File: src/rtl/eth_pkg.sv
// Shared types and constants for the MII UDP payload receiver.
// Header offsets are byte indices counted from the first byte after the SFD.
package eth_pkg;

  typedef enum logic [2:0] {
    ST_IDLE,
    ST_PREAMBLE,
    ST_HEADER,
    ST_PAYLOAD,
    ST_DRAIN
  } state_t;

  localparam logic [3:0]  PRE_NIB        = 4'h5;
  localparam logic [3:0]  SFD_NIB        = 4'hD;
  localparam logic [15:0] ETHERTYPE_IPV4 = 16'h0800;
  localparam logic [7:0]  IP_VER_IHL     = 8'h45;
  localparam logic [7:0]  IP_PROTO_UDP   = 8'h11;

  localparam logic [5:0] OFF_ETHERTYPE = 6'd12;
  localparam logic [5:0] OFF_VER_IHL   = 6'd14;
  localparam logic [5:0] OFF_PROTO     = 6'd23;
  localparam logic [5:0] OFF_DST_PORT  = 6'd36;
  localparam logic [5:0] OFF_UDP_LEN   = 6'd38;
  localparam logic [5:0] HDR_LEN       = 6'd42;

endpackage

File: src/rtl/mii_nibble_to_byte.sv
// Pairs MII nibbles into bytes (low nibble first); phase realigns on SFD.
// Combinational byte strobe on the high-nibble cycle; no backpressure (MII cannot stall).
module mii_nibble_to_byte (
  input  logic       clk,
  input  logic       rst_n,
  input  logic       align,
  input  logic       en,
  input  logic       rx_dv,
  input  logic [3:0] rxd,
  output logic       byte_vld,
  output logic [7:0] byte_dat
);

  logic       phase;
  logic [3:0] lo_nib;

  always_ff @(posedge clk or negedge rst_n) begin
    if (!rst_n) begin
      phase  <= 1'b0;
      lo_nib <= 4'h0;
    end else if (align || !en) begin
      phase  <= 1'b0;
    end else if (rx_dv) begin
      phase <= ~phase;
      if (!phase) lo_nib <= rxd;
    end
  end

  assign byte_vld = en && rx_dv && phase;
  assign byte_dat = {rxd, lo_nib};

endmodule

File: src/rtl/mii_udp_payload_rx.sv
// MII receiver: filters IPv4/UDP by destination port and packs payload into 32-bit RAM words.
// Write lands 1 clk after the completing nibble; no backpressure, excess payload is dropped.
module mii_udp_payload_rx
  import eth_pkg::*;
#(
  parameter logic [15:0]       UDP_PORT  = 16'd5000,
  parameter int                ADDR_W    = 9,
  parameter logic [ADDR_W-1:0] BASE_ADDR = '0,
  parameter int                MAX_WORDS = 375
) (
  input  logic              clk,
  input  logic              rst_n,
  input  logic              arm,
  input  logic              rx_dv,
  input  logic [3:0]        rxd,
  input  logic              rx_err,
  output logic              wr_ena,
  output logic [ADDR_W-1:0] wr_addr,
  output logic [31:0]       wr_data,
  output logic              busy,
  output logic              frame_done,
  output logic              frame_err,
  output logic              frame_drop,
  output logic              overflow,
  output logic [ADDR_W-1:0] word_count
);

  localparam logic [ADDR_W-1:0] MAX_CNT = ADDR_W'(MAX_WORDS);

  state_t      state, state_nxt;
  logic        byte_vld;
  logic [7:0]  byte_dat;
  logic [5:0]  byte_idx;
  logic [15:0] udp_len;
  logic [15:0] rem;
  logic [1:0]  lane;
  logic [31:0] acc;
  logic [31:0] word_nxt;
  logic        sfd, hdr_byte, pay_byte, hdr_mismatch, hdr_bad, hdr_last;
  logic        pay_last, word_end, abort_err, abort_dv;

  mii_nibble_to_byte u_nib (
    .clk      (clk),
    .rst_n    (rst_n),
    .align    (sfd),
    .en       (busy),
    .rx_dv    (rx_dv),
    .rxd      (rxd),
    .byte_vld (byte_vld),
    .byte_dat (byte_dat)
  );

  always_ff @(posedge clk or negedge rst_n) begin
    if (!rst_n) state <= ST_IDLE;
    else        state <= state_nxt;
  end

  always_comb begin
    state_nxt = state;
    case (state)
      ST_IDLE:
        if (rx_dv) state_nxt = (arm && rxd == PRE_NIB) ? ST_PREAMBLE : ST_DRAIN;
      ST_PREAMBLE:
        if (!rx_dv)              state_nxt = ST_IDLE;
        else if (rxd == SFD_NIB) state_nxt = ST_HEADER;
        else if (rxd != PRE_NIB) state_nxt = ST_DRAIN;
      ST_HEADER:
        if (abort_err)     state_nxt = ST_DRAIN;
        else if (abort_dv) state_nxt = ST_IDLE;
        else if (hdr_bad)  state_nxt = ST_DRAIN;
        else if (hdr_last) state_nxt = (udp_len == 16'd8) ? ST_DRAIN : ST_PAYLOAD;
      ST_PAYLOAD:
        if (abort_err)     state_nxt = ST_DRAIN;
        else if (abort_dv) state_nxt = ST_IDLE;
        else if (pay_last) state_nxt = ST_DRAIN;
      ST_DRAIN:
        if (!rx_dv) state_nxt = ST_IDLE;
      default: state_nxt = ST_IDLE;
    endcase
  end

  always_comb begin
    hdr_mismatch = 1'b0;
    case (byte_idx)
      OFF_ETHERTYPE:         hdr_mismatch = (byte_dat != ETHERTYPE_IPV4[15:8]);
      OFF_ETHERTYPE + 6'd1:  hdr_mismatch = (byte_dat != ETHERTYPE_IPV4[7:0]);
      OFF_VER_IHL:           hdr_mismatch = (byte_dat != IP_VER_IHL);
      OFF_PROTO:             hdr_mismatch = (byte_dat != IP_PROTO_UDP);
      OFF_DST_PORT:          hdr_mismatch = (byte_dat != UDP_PORT[15:8]);
      OFF_DST_PORT + 6'd1:   hdr_mismatch = (byte_dat != UDP_PORT[7:0]);
      OFF_UDP_LEN + 6'd1:    hdr_mismatch = ({udp_len[15:8], byte_dat} < 16'd8);
      default:               hdr_mismatch = 1'b0;
    endcase
  end

  always_comb begin
    sfd       = 1'b0;
    hdr_byte  = 1'b0;
    pay_byte  = 1'b0;
    hdr_bad   = 1'b0;
    hdr_last  = 1'b0;
    pay_last  = 1'b0;
    word_end  = 1'b0;
    abort_err = 1'b0;
    abort_dv  = 1'b0;
    busy      = (state == ST_HEADER) || (state == ST_PAYLOAD);
    case (state)
      ST_PREAMBLE: sfd = rx_dv && (rxd == SFD_NIB);
      ST_HEADER, ST_PAYLOAD: begin
        if (rx_err)       abort_err = 1'b1;
        else if (!rx_dv)  abort_dv  = 1'b1;
        else if (byte_vld) begin
          if (state == ST_HEADER) begin
            hdr_byte = 1'b1;
            hdr_bad  = hdr_mismatch;
            hdr_last = (byte_idx == HDR_LEN - 6'd1);
          end else begin
            pay_byte = 1'b1;
            pay_last = (rem == 16'd1);
            word_end = (lane == 2'd3) || pay_last;
          end
        end
      end
      default: ;
    endcase
  end

  // Lane 0 starts a fresh word so a short final word is zero-padded.
  assign word_nxt = (lane == 2'd0) ? {24'h0, byte_dat}
                                   : acc | ({24'h0, byte_dat} << {lane, 3'b000});

  always_ff @(posedge clk or negedge rst_n) begin
    if (!rst_n) begin
      wr_ena     <= 1'b0;
      wr_addr    <= BASE_ADDR;
      wr_data    <= 32'h0;
      frame_done <= 1'b0;
      frame_err  <= 1'b0;
      frame_drop <= 1'b0;
      overflow   <= 1'b0;
      word_count <= '0;
      byte_idx   <= 6'd0;
      udp_len    <= 16'h0;
      rem        <= 16'h0;
      lane       <= 2'd0;
      acc        <= 32'h0;
    end else begin
      wr_ena     <= 1'b0;
      frame_done <= (hdr_last && udp_len == 16'd8) || pay_last;
      frame_err  <= abort_err || abort_dv;
      frame_drop <= hdr_bad;
      if (wr_ena) wr_addr <= wr_addr + ADDR_W'(1);
      if (sfd) begin
        wr_addr    <= BASE_ADDR;
        word_count <= '0;
        overflow   <= 1'b0;
        byte_idx   <= 6'd0;
      end
      if (hdr_byte) begin
        byte_idx <= byte_idx + 6'd1;
        if (byte_idx == OFF_UDP_LEN)        udp_len[15:8] <= byte_dat;
        if (byte_idx == OFF_UDP_LEN + 6'd1) udp_len[7:0]  <= byte_dat;
      end
      if (hdr_last) begin
        rem  <= udp_len - 16'd8;
        lane <= 2'd0;
      end
      if (pay_byte) begin
        rem  <= rem - 16'd1;
        lane <= lane + 2'd1;
        acc  <= word_nxt;
      end
      // Once the RAM window is full, keep parsing but stop writing.
      if (word_end) begin
        if (word_count == MAX_CNT) begin
          overflow <= 1'b1;
        end else begin
          wr_ena     <= 1'b1;
          wr_data    <= word_nxt;
          word_count <= word_count + ADDR_W'(1);
        end
      end
    end
  end

endmodule
File: config.mk
export PLATFORM = sky130hd
export DESIGN_NAME = mii_udp_payload_rx
export DESIGN_NICKNAME = d
export VERILOG_FILES = /design/src/rtl/eth_pkg.sv /design/src/rtl/mii_nibble_to_byte.sv /design/src/rtl/mii_udp_payload_rx.sv
export SDC_FILE = /design/constraint.sdc
export NUM_CORES = 1
export LEC_CHECK = 0
export CAP_MARGIN = 20
export CELL_PAD_IN_SITES_DETAIL_PLACEMENT = 0
export CELL_PAD_IN_SITES_GLOBAL_PLACEMENT = 1
export CORE_MARGIN = 8
export CORE_UTILIZATION = 48
export CTS_CLUSTER_SIZE = 14
export DETAILED_ROUTE_END_ITERATION = 7
export GPL_TIMING_DRIVEN = 1
export PLACE_DENSITY = 0.88
export SYNTH_ARGS = -nofsm -noshare
export SYNTH_HDL_FRONTEND = slang
export SYNTH_SLANG_ARGS = --single-unit
File: constraint.sdc
create_clock -name clk -period 7.8 [get_ports clk]
set_clock_uncertainty 0.05 [all_clocks]
set_input_delay 1.95 -clock clk [delete_from_list [all_inputs] [get_ports clk]]
set_output_delay 1.95 -clock clk [all_outputs]
set_load 0.01 [all_outputs]
# == Word-level counts from Yosys, hierarchy flattened ==
# Index checks and enable logic that the tools add are counted.
# word_totals
register_bits,135
# classes
n_mux,71
eq_ne,30
order_cmp,1
bitwise,4
shift,1
reduce_logical,24
add_sub_neg,6
# op_table
cell,count
$mux W9,5
$mux W1,43
$mux W3,14
$mux W16,2
$mux W32,1
$or A32 B32 Y32,1
$shl A8 B5 Y32,1
$eq A6 B6 Y1 const B,5
$add A9 B1 Y9 const B,2
$eq A6 B4 Y1 const B,3
$eq A16 B1 Y1 const B,1
$eq A16 B4 Y1 const B,1
$lt A16 B4 Y1 const B,1
$ne A8 B5 Y1 const B,2
$sub A16 B1 Y16 const B,1
$sub A16 B4 Y16 const B,1
$pmux W3 S5,1
$mux W6,2
$eq A9 B9 Y1 const B,1
$ne A4 B4 Y1 const B,2
$ne A8 B4 Y1 const B,1
$ne A8 B7 Y1 const B,1
$ne A8 B8 Y1 const B,1
$reduce_bool A2 Y1,4
25 further kinds,40

# == Longest topological paths before layout ==
# depth
depth_word,13
ltp_mapped,10
mapped_depth_nobuf,10

# == Hierarchy ==
# From an unflattened synthesis, not the netlist that was laid out.
# unflattened
cells_unflattened,711
hier_area_um2,6742.7
# modules_own_cells
mod,area_each_um2,cells_per_inst,seq_area_each_um2,n_inst
mii_udp_payload_rx,6487.5,694,3253.1,1
mii_nibble_to_byte,255.2,17,125.1,1

# == Least setup slack after synthesis ==
# Ideal clock, no wire load.
# synth_path
path_type,input-to-reg
startpoint,input rxd[3]
endpoint,register state[0]
t_required_ns,7.625
slack_ns,3.816
cell_stages,8
setup_ns,0.125
n_path_buf,1
arrival_time_ns,3.809
cell_sequence,clkbuf_1 > nor4bb_1 > a31oi_1 > o32a_2 > a2111o_1 > o41ai_2 > a31oi_2 > mux2_4
# synth_between
elab_chain_len,11
elab_cells_between_ends,28
cone_classes,order compare (1); eq/ne (10); mux (14); reduce/logical (3)
# synth_lines
element,line_no,source
start: declaration,mii_udp_payload_rx.sv:15,"input logic [3:0] rxd,"
"$lt A16 B4 Y1, or another cell as far along",mii_udp_payload_rx.sv:91,"OFF_UDP_LEN + 6'd1: hdr_mismatch = ({udp_len[15:8], byte_dat} < 16'd8);"
$pmux W1 S7,mii_udp_payload_rx.sv:84,case (byte_idx)
$mux W1,mii_udp_payload_rx.sv:113,if (state == ST_HEADER) begin
$mux W1,mii_udp_payload_rx.sv:112,else if (byte_vld) begin
$mux W1,mii_udp_payload_rx.sv:111,else if (!rx_dv) abort_dv = 1'b1;
$mux W1,mii_udp_payload_rx.sv:110,if (rx_err) abort_err = 1'b1;
$mux W1,mii_udp_payload_rx.sv:107,case (state)
$mux W3,mii_udp_payload_rx.sv:70,else if (hdr_bad) state_nxt = ST_DRAIN;
$mux W3,mii_udp_payload_rx.sv:69,else if (abort_dv) state_nxt = ST_IDLE;
$mux W3,mii_udp_payload_rx.sv:68,if (abort_err) state_nxt = ST_DRAIN;
$pmux W3 S5,mii_udp_payload_rx.sv:60,case (state)
end signal: assignment,mii_udp_payload_rx.sv:55,else state <= state_nxt;
end: declaration,mii_udp_payload_rx.sv:30,"state_t state, state_nxt;"
# Parallel ways exist; a longest one is shown, timed or not. The select of a mux whose other input is x is not followed.
# A chain may end at the register's enable or synchronous reset.

# == Worst setup path after layout ==
# layout_path
startpoint,input rx_dv
endpoint,register word_count[7]
# layout_between
elab_chain_len,7
elab_cells_between_ends,11
cone_classes,mux (8); reduce/logical (3)
# layout_lines
element,line_no,source
start: declaration,mii_udp_payload_rx.sv:14,"input logic rx_dv,"
$logic_and A1 B1 Y1 (2 in a row),mii_nibble_to_byte.sv:29,assign byte_vld = en && rx_dv && phase;
$mux W1,mii_udp_payload_rx.sv:112,
$mux W1,mii_udp_payload_rx.sv:111,
$mux W1,mii_udp_payload_rx.sv:110,
$mux W1,mii_udp_payload_rx.sv:107,
$mux W9 *,mii_udp_payload_rx.sv:174,if (word_end) begin
end signal: assignment,mii_udp_payload_rx.sv:180,word_count <= word_count + ADDR_W'(1);
end: declaration,mii_udp_payload_rx.sv:25,output logic [ADDR_W-1:0] word_count
# Every way passes the cells marked *; elsewhere a longest branch is shown, timed or not.

==> metrics.log <==
INFO  metric outcome = finished, final reports clean
INFO  metric cts_setup_buffers = 0
INFO  metric layout.core_utilization = 58.3%
INFO  metric drcViolationCount = 0
INFO  metric antenna_cells = 0
INFO  metric synth_async_sr_flop_share = 100%
INFO  metric clkSinkCount = 135
INFO  metric die_height = 134 um
INFO  metric worstSetupEndpointType = flip-flop
INFO  metric initial_antenna_violation_count = 0
INFO  metric netlist_area = 0.00666 mm^2
INFO  metric regToRegStartpoint = byte_idx[0]
INFO  metric synthFlopType = sky130_fd_sc_hd__dfrtp_1
INFO  metric die_width = 134 um
INFO  metric synth_enable_flop_cells = 0
INFO  metric time_the_final_worst_path_needs_with_i_o_delays_and_setup = 4.59 ns
INFO  metric port-buffer-count = 64
INFO  metric synth_most_common_cell = sky130_fd_sc_hd__dfrtp_1
INFO  metric yosys.cell_types.count = 69
INFO  metric critical_path.max_stage_delay = 0.68 ns
INFO  metric dpl.hpwl = 11300 um
INFO  metric whs = 0.428 ns
INFO  metric number_of_slew_limit_violations_in_the_final_report = 0
INFO  metric post_synth_most_frequent_cells = sky130_fd_sc_hd__dfrtp_1, sky130_fd_sc_hd__nand2_1, sky130_fd_sc_hd__nor2_1, sky130_fd_sc_hd__a21oi_1, sky130_fd_sc_hd__clkbuf_1
INFO  metric initial_utilization = 48.5%
INFO  metric timing.hold.worst_path_depth = 2
INFO  metric std_cell_rows = 43
INFO  metric grtUsageMet3 = 4.52%
INFO  metric syn_avg_cell_area = 9.62 um^2
INFO  metric max-cap-violations = 0
INFO  metric synth_seq_cells = 135
INFO  metric num-nets-final = 764
INFO  metric timing_worst_slew_pin_value = 1.11 ns
INFO  metric setup_repair_after_global_routing_missed_its_margin = false
INFO  metric synthCells = 692
INFO  metric worst_setup_hold_path_clk_slew = 0.06 ns
INFO  metric grt_met1_use = 25.6%
INFO  metric crit_fanout = 70
INFO  metric post-synth-top-area-fraction = 50.8%
INFO  metric clock_tree_from_tritoncts = done
INFO  metric crit_path_top_delay_cell = sky130_fd_sc_hd__clkdlybuf4s50_1
INFO  metric drt_first_pass_iters = 5
INFO  metric grt_usage = 19.1%
INFO  metric grt_first_pass_wirelength = 27600 um
INFO  metric clock_latency_late_sink = 0.42 ns
INFO  metric drt-initial-drc-count = 548
INFO  metric grt.overflow.total = 0
INFO  metric design.core.area = 0.0137 mm^2
INFO  metric tritoncts.num_buffers = 17
INFO  metric count_of_endpoints_failing_hold_in_the_final_timing_report = 0
INFO  metric routed_via_density = 5.80
INFO  metric max_freq = 218 MHz
INFO  metric worstRegToRegCells = 9
INFO  metric cts_htree_levels = 4
INFO  metric ys_top_cells_by_area = sky130_fd_sc_hd__dfrtp_1, sky130_fd_sc_hd__nand2_1, sky130_fd_sc_hd__a21oi_1
INFO  metric grt_util_met2 = 30.0%
INFO  metric critPathRequiredTime = 8.01 ns
INFO  metric cts_hold_repair.buffers = 0
INFO  metric first_global_vias = 5279
INFO  metric setup_viol = 0
INFO  metric worst_hold_path_type = reg -> reg
INFO  metric power_leakage = 3.59 nW
INFO  metric postRouteAntennaNets = 0
INFO  metric gp_congestion = 0.832
INFO  metric setup_slack = 3.21 ns
INFO  metric route.final.wire_length = 16400 um
INFO  metric fin_tns_setup = 0 ns
INFO  metric clockBufferDepth = 2
INFO  metric grt_max_degree = 84
INFO  metric dpl-instance-area = 0.00738 mm^2
INFO  metric final_cell_area = 0.00800 mm^2
INFO  metric routed_vias = 5432
INFO  metric vdd_ir_drop_max = 138 uV
INFO  metric synthDominantAreaCellType = sky130_fd_sc_hd__dfrtp_1
INFO  metric pin_count = 65
INFO  metric final_clock_period_utilization_by_the_worst_path = 58.8%
INFO  metric crit_type = in -> reg
INFO  metric place_ws = 2.78 ns
INFO  metric post_cts.resized_instances = 0
INFO  metric synth_sequential_area_ratio = 50.8%
INFO  metric p_per_area = 199 mW/mm^2
INFO  metric cp_data_arrival_time = 4.80 ns
INFO  metric timing.slew.headroom = 25.6%
INFO  metric layout-drive-gt1-share = 9.64%
INFO  metric cts_root_buffer = sky130_fd_sc_hd__clkbuf_16
INFO  metric wl_per_cell = 17.5 um
INFO  metric area_growth = 20.1%
INFO  metric grt-busiest-layer = met2
INFO  metric crit_path_cell_trace = clkdlybuf4s50_1 -> and4bb_4 -> nand3_1 -> o31ai_1 -> nand2_2 -> buf_4 -> inv_2 -> nand4_1 -> xor2_1 -> nor2_1
INFO  metric worst_setup_path_startpoint = rx_dv
INFO  metric die_footprint = 0.0179 mm^2
INFO  metric synth.net_count = 712
INFO  metric ys.warnings.count = 0
INFO  metric setup.worst_path.start_class = primary input
INFO  metric worstHoldStart = overflow
==> cell type report <==
type                            count  area [um^2]
Timing Repair Buffer               70          711
Inverter                           14         52.6
Tap cell                          180          225
Multi-Input combinational cell    506         3040
Clock buffer                       19          443
Sequential cell                   135         3380
Fill cell                        1145         5720
Clock inverter                     13          145
==> worst max-delay path: cells and delay by family <==
| kind | cells | cell delay [ns] |
|---|---|---|
| and+or+nand+nor | 5 | 0.99 |
| xor gates and xnor gates | 1 | 0.16 |
| buffers and inverters | 3 | 1.17 |
| AOI/OAI and AO/OA | 1 | 0.51 |
==> metrics by stage <==
step           instances  total power [W]
3_3_place_gp         903         0.000802
2_1_floorplan        692         0.000769
5_1_grt              937          0.00164
6_report             937          0.00159
4_1_cts              936          0.00160
3_5_place_dp         904         0.000805
==> cells by family after synthesis <==
family	synth area share [%]
AND/OR/NAND/NOR	20.3
flip-flops	50.8
AO/OA/AOI/OAI	15.5
multiplexers	3.89
XOR/XNOR	3.82
adder cells (fa/ha/maj)	2.07
buffers and inverters	3.68
==> power breakdown <==
part	internal, W	switching [W]
registers	0.000707	0.0000115
logic	0.0000333	0.0000404
clock network	0.000483	0.000313
==> flip-flops by register name (all words and copies together) (netlist names) <==
| name | count |
|---|---|
| acc | 32 |
| byte_idx | 6 |
| frame_done | 1 |
| frame_drop | 1 |
| frame_err | 1 |
| lane | 2 |
| overflow | 1 |
| rem | 16 |
| state | 3 |
| u_nib.lo_nib | 4 |
| u_nib.phase | 1 |
| udp_len | 16 |
| word_count | 9 |
| wr_addr | 9 |
| wr_data | 32 |
| wr_ena | 1 |
==> metal layers <==
| layer | wire [um] | vias to the layer above |
|---|---|---|
| met2 | 7670 | 185 |
| met1 | 7420 | 2659 |
| met5 | 0 | - |
| met4 | 221 | 0 |
| li1 | - | 2567 |
| met3 | 1060 | 21 |
==> path summary, 6_finish.rpt <==
path,end,slack [ns]
worst min register to register,overflow,0.43
max in group asynchronous,acc[22],5.14
min in group asynchronous,wr_addr[8],1.51
worst max register to register,state[0],4.50
worst min-delay path,overflow,0.43
worst max-delay path,word_count[7],3.21
==> layout by cell type (no fill, tap or decap), drive strengths merged, types with 3 or more instances in the layout <==
| cell | instances |
|---|---|
| dfrtp | 135 |
| nand2 | 96 |
| nor2 | 73 |
| a21oi | 68 |
| clkdlybuf4s50 | 63 |
| o21ai | 33 |
| o31ai | 27 |
| nor3 | 22 |
| mux2 | 20 |
| clkbuf | 19 |
| xor2 | 18 |
| inv | 18 |
| nand3 | 17 |
| nand4 | 13 |
| nor2b | 11 |
| xnor2 | 11 |
| ha | 11 |
| and3 | 8 |
| nor4 | 8 |
| buf | 7 |
| or4 | 6 |
| o211ai | 5 |
| a31oi | 5 |
| clkinv | 5 |
| and3b | 4 |
| o311ai | 4 |
| or3 | 3 |
| nand2b | 3 |
| mux2i | 3 |
| and4bb | 3 |
Power figures use the tool's default switching activity.
